[config.mk]
export PLATFORM = sky130hd
export DESIGN_NAME = quick_spi_arbiter
export DESIGN_NICKNAME = d
export VERILOG_FILES = /design/src/rtl/quick_spi_pkg.sv /design/src/rtl/quick_spi_rr_arbiter.sv /design/src/rtl/quick_spi_arbiter.sv
export SDC_FILE = /design/constraint.sdc
export NUM_CORES = 1
export LEC_CHECK = 0
export BUFFER_PORTS_ARGS = -buffer_cell sky130_fd_sc_hd__buf_2
export CAP_MARGIN = 15
export CORE_MARGIN = 3
export CORE_UTILIZATION = 39
export DETAILED_ROUTE_END_ITERATION = 12
export PLACE_DENSITY = 0.7
export SETUP_SLACK_MARGIN = 0.1
export SLEW_MARGIN = 20
export SYNTH_ARGS = -nofsm -noshare
export SYNTH_HDL_FRONTEND = slang
export SYNTH_SLANG_ARGS = --single-unit
[constraint.sdc]
create_clock -name clk -period 8.2 [get_ports clk]
set_clock_uncertainty 0.05 [all_clocks]
set_input_delay 0.82 -clock clk [delete_from_list [all_inputs] [get_ports clk]]
set_output_delay 0.82 -clock clk [all_outputs]
set_load 0.02 [all_outputs]
[src/rtl/quick_spi_pkg.sv]
// Shared definitions for the quick_spi arbiter: FSM state encoding and index sizing.
package quick_spi_pkg;

   localparam int STATE_W = 3;

   typedef enum logic [STATE_W-1:0] {
      IDLE      = 3'd0,
      START     = 3'd1,
      WAIT_SEL  = 3'd2,
      WAIT_DONE = 3'd3,
      GAP       = 3'd4
   } state_e;

   // Width of an index into n items; never narrower than one bit.
   function automatic int idx_w(input int n);
      return (n > 1) ? $clog2(n) : 1;
   endfunction

endpackage

[src/rtl/quick_spi_rr_arbiter.sv]
// Combinational round-robin pick: first set request at or above ptr, wrapping.
module quick_spi_rr_arbiter
   import quick_spi_pkg::*;
#(
   parameter int  NUM_REQUESTERS = 4,
   localparam int IW             = idx_w(NUM_REQUESTERS)
) (
   input  logic [NUM_REQUESTERS-1:0] req,
   input  logic [IW-1:0]             ptr,
   output logic [NUM_REQUESTERS-1:0] winner,
   output logic                      any_req
);

   logic          found;
   logic [IW-1:0] idx;

   always_comb begin
      winner = '0;
      found  = 1'b0;
      idx    = '0;
      for (int k = 0; k < NUM_REQUESTERS; k++) begin
         idx = IW'((int'(ptr) + k) % NUM_REQUESTERS);
         if (!found && req[idx]) begin
            winner[idx] = 1'b1;
            found       = 1'b1;
         end
      end
   end

   assign any_req = |req;

endmodule

[src/rtl/quick_spi_arbiter.sv]
// Shares one quick_spi master among requesters: round-robin grant, word capture,
// ss_n-based completion tracking with timeout, and a guard gap between transactions.
module quick_spi_arbiter
   import quick_spi_pkg::*;
#(
   parameter int NUM_REQUESTERS   = 4,
   parameter int DATA_WIDTH       = 16,
   parameter int NUMBER_OF_SLAVES = 2,
   parameter int GAP_CYCLES       = 4,
   parameter int TIMEOUT_CYCLES   = 1024
) (
   input  logic                                   clk,
   input  logic                                   reset,
   input  logic [NUM_REQUESTERS-1:0]              req,
   input  logic [NUM_REQUESTERS*DATA_WIDTH-1:0]   req_data,
   input  logic [NUM_REQUESTERS*NUMBER_OF_SLAVES-1:0] req_slave,
   output logic [NUM_REQUESTERS-1:0]              grant,
   output logic [NUM_REQUESTERS-1:0]              done,
   output logic [NUM_REQUESTERS-1:0]              timeout_err,
   output logic                                   busy,
   output logic                                   spi_start,
   output logic [DATA_WIDTH-1:0]                  spi_data,
   output logic [NUMBER_OF_SLAVES-1:0]            spi_slave,
   input  logic [NUMBER_OF_SLAVES-1:0]            spi_ss_n
);

   localparam int IW    = idx_w(NUM_REQUESTERS);
   localparam int TO_W  = $clog2(TIMEOUT_CYCLES) + 1;
   localparam int GAP_W = $clog2(GAP_CYCLES) + 1;

   state_e                        state, state_nxt;
   logic [IW-1:0]                 ptr, widx, pick_idx;
   logic [NUM_REQUESTERS-1:0]     pick_oh, win_oh;
   logic                          any_req;
   logic [DATA_WIDTH-1:0]         pick_data;
   logic [NUMBER_OF_SLAVES-1:0]   pick_slave;
   logic [TO_W-1:0]               to_cnt;
   logic [GAP_W-1:0]              gap_cnt;
   logic                          ss_idle, to_hit, gap_end;

   quick_spi_rr_arbiter #(.NUM_REQUESTERS(NUM_REQUESTERS)) u_rr (
      .req     (req),
      .ptr     (ptr),
      .winner  (pick_oh),
      .any_req (any_req)
   );

   // One-hot to index plus the matching request slices.
   always_comb begin
      pick_idx   = '0;
      pick_data  = '0;
      pick_slave = '0;
      for (int i = 0; i < NUM_REQUESTERS; i++) begin
         if (pick_oh[i]) begin
            pick_idx   = IW'(i);
            pick_data  = req_data[i*DATA_WIDTH +: DATA_WIDTH];
            pick_slave = req_slave[i*NUMBER_OF_SLAVES +: NUMBER_OF_SLAVES];
         end
      end
   end

   assign win_oh  = NUM_REQUESTERS'(1) << widx;
   assign ss_idle = &spi_ss_n;
   assign to_hit  = (to_cnt == TO_W'(TIMEOUT_CYCLES - 1));
   assign gap_end = (gap_cnt == GAP_W'(GAP_CYCLES - 1));
   assign busy    = (state != IDLE);

   always_comb begin
      state_nxt   = state;
      spi_start   = 1'b0;
      grant       = '0;
      done        = '0;
      timeout_err = '0;
      case (state)
         IDLE:      if (any_req) state_nxt = START;
         START: begin
            spi_start = 1'b1;
            grant     = win_oh;
            state_nxt = WAIT_SEL;
         end
         WAIT_SEL: begin
            grant = win_oh;
            if (to_hit) begin
               timeout_err = win_oh;
               state_nxt   = GAP;
            end else if (!ss_idle) begin
               state_nxt = WAIT_DONE;
            end
         end
         WAIT_DONE: begin
            grant = win_oh;
            // A timeout on the same cycle as ss_n rising wins: report only one outcome.
            if (to_hit) begin
               timeout_err = win_oh;
               state_nxt   = GAP;
            end else if (ss_idle) begin
               done      = win_oh;
               state_nxt = GAP;
            end
         end
         GAP:       if (gap_end) state_nxt = IDLE;
         default:   state_nxt = IDLE;
      endcase
   end

   always_ff @(posedge clk) begin
      if (reset) begin
         state     <= IDLE;
         ptr       <= '0;
         widx      <= '0;
         to_cnt    <= '0;
         gap_cnt   <= '0;
         spi_data  <= '0;
         spi_slave <= '0;
      end else begin
         state <= state_nxt;
         if (state == IDLE && any_req) begin
            widx      <= pick_idx;
            spi_data  <= pick_data;
            spi_slave <= pick_slave;
         end
         if (state == START) begin
            ptr    <= (widx == IW'(NUM_REQUESTERS - 1)) ? '0 : widx + 1'b1;
            to_cnt <= '0;
         end else if (state == WAIT_SEL || state == WAIT_DONE) begin
            to_cnt <= to_cnt + 1'b1;
         end
         gap_cnt <= (state == GAP) ? gap_cnt + 1'b1 : '0;
      end
   end

endmodule
* After elaboration in Yosys (flattened, before gate mapping)
Cells that the tools add are included.
** Word-level totals
- Register bits after elaboration :: 39
- Output and inout bits :: 32
- Bits of input ports :: 80
** Operators by class
- Multiplexer cells :: 49
- Magnitude comparators :: 8
- Reduce and logical (&&, ||, !) cells :: 21
- Add/sub/neg operators :: 6
- Equal/unequal tests :: 11
- Bitwise logic cells :: 4
- Shift-type cells :: 1
** Operator list (number)
- $mux W16 :: 4
- $mux W4 :: 10
- $mux W3 :: 6
- $pmux W3 S5 :: 1
- $mux W2 :: 7
- $mux W1 :: 13
- $lt A2 B3 Y1 const B :: 4
- $or A4 B4 Y4 :: 3
- $add A11 B1 Y11 const B :: 1
- $eq A11 B10 Y1 const B :: 1
- $eq A3 B2 Y1 const B :: 3
- $bmux W1 S2 :: 4
- $demux W1 S2 :: 4
- $ge A2 B1 Y1 const B :: 4
- $logic_and A1 B1 Y1 :: 8
- $ne A3 B3 Y1 const B :: 2
- $reduce_or A2 Y1 :: 3
- $add A2 B1 Y2 const B :: 2
- $add A2 B2 Y2 const B :: 2
- $ne A2 B2 Y1 const B :: 2
- $reduce_and A4 Y1 :: 1
- $reduce_or A4 Y1 :: 1
- $shl A1 B2 Y4 const A :: 1
- $add A3 B1 Y3 const B :: 1
- 10 further kinds :: 12

* Logic depth before layout (Yosys ltp)
- Word-level depth :: 16
- Gate-level depth with buffers :: 11
- Gate-level depth less buffers :: 8

* By module
Synthesis repeated with hierarchy kept, for this count alone.
** Second synthesis, totals
- Cell total of the unflattened synthesis :: 286
- Area total of the unflattened synthesis :: 2711.4 µm²
** By module, submodules not included
- quick_spi_arbiter :: instances 1, area each 2366.0 µm², cells each 249, seq. area each 780.7 µm²
- quick_spi_rr_arbiter :: instances 1, area each 345.3 µm², cells each 37, seq. area each 0.0 µm²

* Least setup slack after synthesis
Ideal clock, no wire load.
- Path kind :: input to register
- Start :: in req[1]
- End :: reg spi_data[0]
- Path slack :: 5.432 ns
- Setup time :: 0.121 ns
- Path buffers :: 2
- Stages on the path :: 8
- Data arrival time :: 2.597 ns
- Cells stage by stage :: mux4_2 a211o_1 o211a_1 nor2b_4 buf_6 buf_6 a221oi_2 o21ai_1
** On the way
- Longest elaborated chain between the ends :: 16
- Elaborated cells on any way between the ends :: 30
** Ends and longest elaborated chain
- start, declared :: RTL line quick_spi_arbiter.sv:14 : input logic [NUM_REQUESTERS-1:0] req,
- $bmux W1 S2 :: RTL line quick_spi_rr_arbiter.sv:23 : if (!found && req[idx]) begin
- $mux W1 (not written as such) :: RTL line quick_spi_rr_arbiter.sv:23
- $mux W1 :: RTL line quick_spi_rr_arbiter.sv:23
- $logic_not A1 Y1 :: RTL line quick_spi_rr_arbiter.sv:23
- $logic_and A1 B1 Y1 :: RTL line quick_spi_rr_arbiter.sv:23
- $mux W1 :: RTL line quick_spi_rr_arbiter.sv:23
- $logic_not A1 Y1 :: RTL line quick_spi_rr_arbiter.sv:23
- $logic_and A1 B1 Y1 :: RTL line quick_spi_rr_arbiter.sv:23
- $mux W1 :: RTL line quick_spi_rr_arbiter.sv:23
- $logic_not A1 Y1 :: RTL line quick_spi_rr_arbiter.sv:23
- $logic_and A1 B1 Y1 :: RTL line quick_spi_rr_arbiter.sv:23
- $mux W4 :: RTL line quick_spi_rr_arbiter.sv:23
- $mux W16 (4 in a row) :: RTL line quick_spi_arbiter.sv:54 : if (pick_oh[i]) begin
- end signal, assigned :: RTL line quick_spi_arbiter.sv:119 : spi_data <= pick_data;
- end, declared :: RTL line quick_spi_arbiter.sv:22 : output logic [DATA_WIDTH-1:0] spi_data,
Parallel ways exist; a longest one is shown, timed or not. The select of a mux whose other input is x is not followed.
A chain may end at the register's enable or synchronous reset.

* Final worst setup path
- Start :: reg ptr[0]
- End :: reg spi_data[11]
** On the way
- Longest elaborated chain between the ends :: 16
- Elaborated cells on any way between the ends :: 51
** Ends and longest elaborated chain
- start, declared :: RTL line quick_spi_arbiter.sv:32 : logic [IW-1:0] ptr, widx, pick_idx;
- start signal, assigned :: RTL line quick_spi_arbiter.sv:123 : ptr <= (widx == IW'(NUM_REQUESTERS - 1)) ? '0 : widx + 1'b1;
- branches (longest 11 deep; another with $lt A2 B3 Y1)
- $mux W4 (*) :: RTL line quick_spi_rr_arbiter.sv:23
- $mux W16 (3 in a row) :: RTL line quick_spi_arbiter.sv:54
- $mux W16 (*) :: RTL line quick_spi_arbiter.sv:54
Mark *: on every way between the ends. The select of a mux whose other input is x is not followed.

==> flow_summary.ini <==
[outcome]
status = complete, no violations

[final_layout]
final_common_cell = buf_2
fillers = 596
multi_input_area_mm2 = 0.001567
postLayoutCellArea_mm2 = 0.003217
layout_common_cells = 111 x buf_2, 39 x dfxtp_1, 29 x inv_1
syn2layout_area_growth_pct = 26.09
seq_area_um2 = 780.7
num-nets-final = 504
stdcell_count = 486
fin_util_pct = 52.47
num_antenna_cells = 0
drive_above_1_share_pct = 34.06

[clocking]
clk-insertion-delay-late_ps = 290
hold_buffers = 0
cts_setup_buffers = 0
cts_root_buf = clkbuf_8
htreeDepth = 2
clock_path_buffers = 2
cts_tree = yes
cts.sinks = 39
ctsResizeCount = 0
cts-buffers-inserted = 5
clkSlewWorstSetupHoldPaths_ps = 80

[global_routing]
grt_pass1_vias = 2459
grt_pass1_wl_mm = 10.94
antenna_found_initial = 0
overflow = 0
grt_max_degree = 22
track_usage_pct = 17.85

[route]
ant_nets = 0
avgViaCountPerCell = 5.331
routedWlPerCell_um = 13.81
routed_wl_mm = 6.711
drtIter0Drc = 133
drc = 0
vias = 2591
drt-pass1-iter-count = 5

[power]
comb_power_share_pct = 50.2
power_switching_uw = 336.3
switching_share_pct = 41.79
pwr-share-clk_pct = 18.2
peakVddDrop_mv = 0.1109
pwr-share-seq_pct = 31.6
power_density_mw_per_mm2 = 250.1
p_int_uw = 468.4
p_leak_uw = 0.001489

[yosys]
synth-seq-area-share_pct = 30.60
synth_seq_cells = 39
syn_avg_cell_area_um2 = 8.283
synth_top_area_share_pct = 30.60
ys.flop_type = dfxtp_1
synth_area_leaders = dfxtp_1 31%, ha_1 6.9%, a221oi_2 6.5%
yosys_warnings = 0
synthArstFlopShare_pct = 0
syn_area_mm2 = 0.002551
synth_top_cell_by_area = dfxtp_1
synth_edf_count = 0
yosysUniqueCellTypes = 44
netlist_instances = 308
synth_nets = 402

[sta]
setup_viol = 0
fmax_ghz = 0.2779
worst_slew_pin_slew_ps = 956.0
rsz0062_at_grt = false
slew_headroom_pct = 35.92
period_share_pct = 43.89
hold_viol_final = 0
fin_setup_tns_ps = 0
period_needed_ps = 3599
maxSlewViolCount = 0

[floorplan]
chipWidth_um = 86.88
die_y_um = 86.88
design.die.area_mm2 = 0.007548
pin_count = 112
core.rowCount = 28
core_area_mm2 = 0.006131
initial_core_util_pct = 41.61

[hold_path]
hold_start = gap_cnt[0]
hold_class = flip-flop to flip-flop
holdPathEnd = gap_cnt[0]
worstHoldPathCells = 1

[place]
dp_hpwl_mm = 5.274
placed_cells = 478
io_buffer_count = 111
placed_cell_area_mm2 = 0.003113
place.gp.congestion = 0.8830

[worst_setup_path]
reg2reg_depth = 8
cp-start-kind = flip-flop
crit_required_ps = 8370
timing.rr.end = spi_data[11]
crit_chain = inv_1 -> ha_1 -> mux4_2 -> a21oi_1 -> o211a_1 -> o211a_1 -> a221oi_1 -> o21ai_0
critPathMaxStageDelay_ps = 760
r2r_slack_ps = 4600
end_kind = flip-flop
crit_slowest_cell = o211a_1
crit_arrival_ps = 3770
crit_top_cell = o211a_1
crit_fanout = 21
critical_path_class = flip-flop to flip-flop
r2r_start = ptr[0]

[flow_run]
cap_viol_max_count = 0
## synthesized netlist by cell type (all sizes together), types with 2 or more instances
library cell   n
xor2           6
o211a          2
buf            7
a221oi        19
dfxtp         39
nor2          28
clkbuf        10
inv           29
mux2i          3
ha            14
o211ai        18
nand4          4
nand3b         2
nand3          4
nor2b          3
and2          14
nand2b         2
nor3           4
o21ai         39
a21o           3
mux4           4
or3            3
a21oi          7
nand2         28
a311oi         2
## how the worst max path moves through the flow
stage | start | end | cells past startpoint
finish | ptr[0] | spi_data[11] | 8
global route | ptr[0] | spi_data[10] | 8
global placement | req[1] | spi_data[8] | 7
CTS | ptr[0] | spi_data[11] | 8
floorplan | req[1] | spi_data[0] | 8
detailed placement | ptr[0] | spi_data[11] | 8
## worst max-delay path: cells and delay by family (launching register included)
| family | cells | cell delay, ps |
|---|---|---|
| buf+inv | 1 | 190 |
| compound gates | 5 | 1870 |
| flops | 1 | 600 |
| fa+ha+maj | 1 | 430 |
| mux | 1 | 370 |
## power groups by stage
stage	Clock (µW)	Combinational (µW)	Sequential, µW
2_1_floorplan	0	283	291
3_3_place_gp	0	395	259
3_5_place_dp	0	404	258
4_1_cts	149	405	255
5_1_grt	156	446	261
6_report	146	404	254
## kinds of logic after synthesis
family / after synthesis / share of synthesized area (%)
AO/OA/AOI/OAI: 98 / 28.69
AND/OR/NAND/NOR: 96 / 18.10
buffers and inverters: 46 / 8.190
flip-flops: 39 / 30.60
adder cells (fa/ha/maj): 14 / 6.866
multiplexers: 8 / 5.150
XOR/XNOR: 7 / 2.403
## routing by layer
metal	track usage, %	share of wire (%)	up-vias
met4	4.108	0.76	0
li1	-	-	1302
met2	31.95	49	113
met3	4.352	8.1	6
met1	21.40	42	1170
met5	0	0	-
## cell type report
| cell class | instances | share of cell area, % |
|---|---|---|
| multi-input cells | 223 | 48.70 |
| flip-flops and latches | 39 | 24.27 |
| well taps | 75 | 2.917 |
| clock inverters | 1 | 0.2334 |
| inverters | 29 | 3.384 |
| repair buffers | 112 | 17.50 |
| clock buffers | 7 | 2.995 |
## flip-flops by register name, summed over array words and instances (netlist names)
name       cells
spi_data      16
to_cnt        11
gap_cnt        3
state          3
ptr            2
spi_slave      2
widx           2
## per-stage QoR
step | setup slack [ps] | power, µW | hold WS (ps)
after floorplan | 5432 | 573.9 | 349.2
after global placement | 4769 | 653.9 | 357.4
after detailed placement | 4638 | 662.0 | 367.2
after CTS | 4638 | 808.2 | 378.1
after global routing | 4333 | 862.5 | 399.7
final | 4601 | 804.7 | 379.4
(Power assumes the default switching activity.)
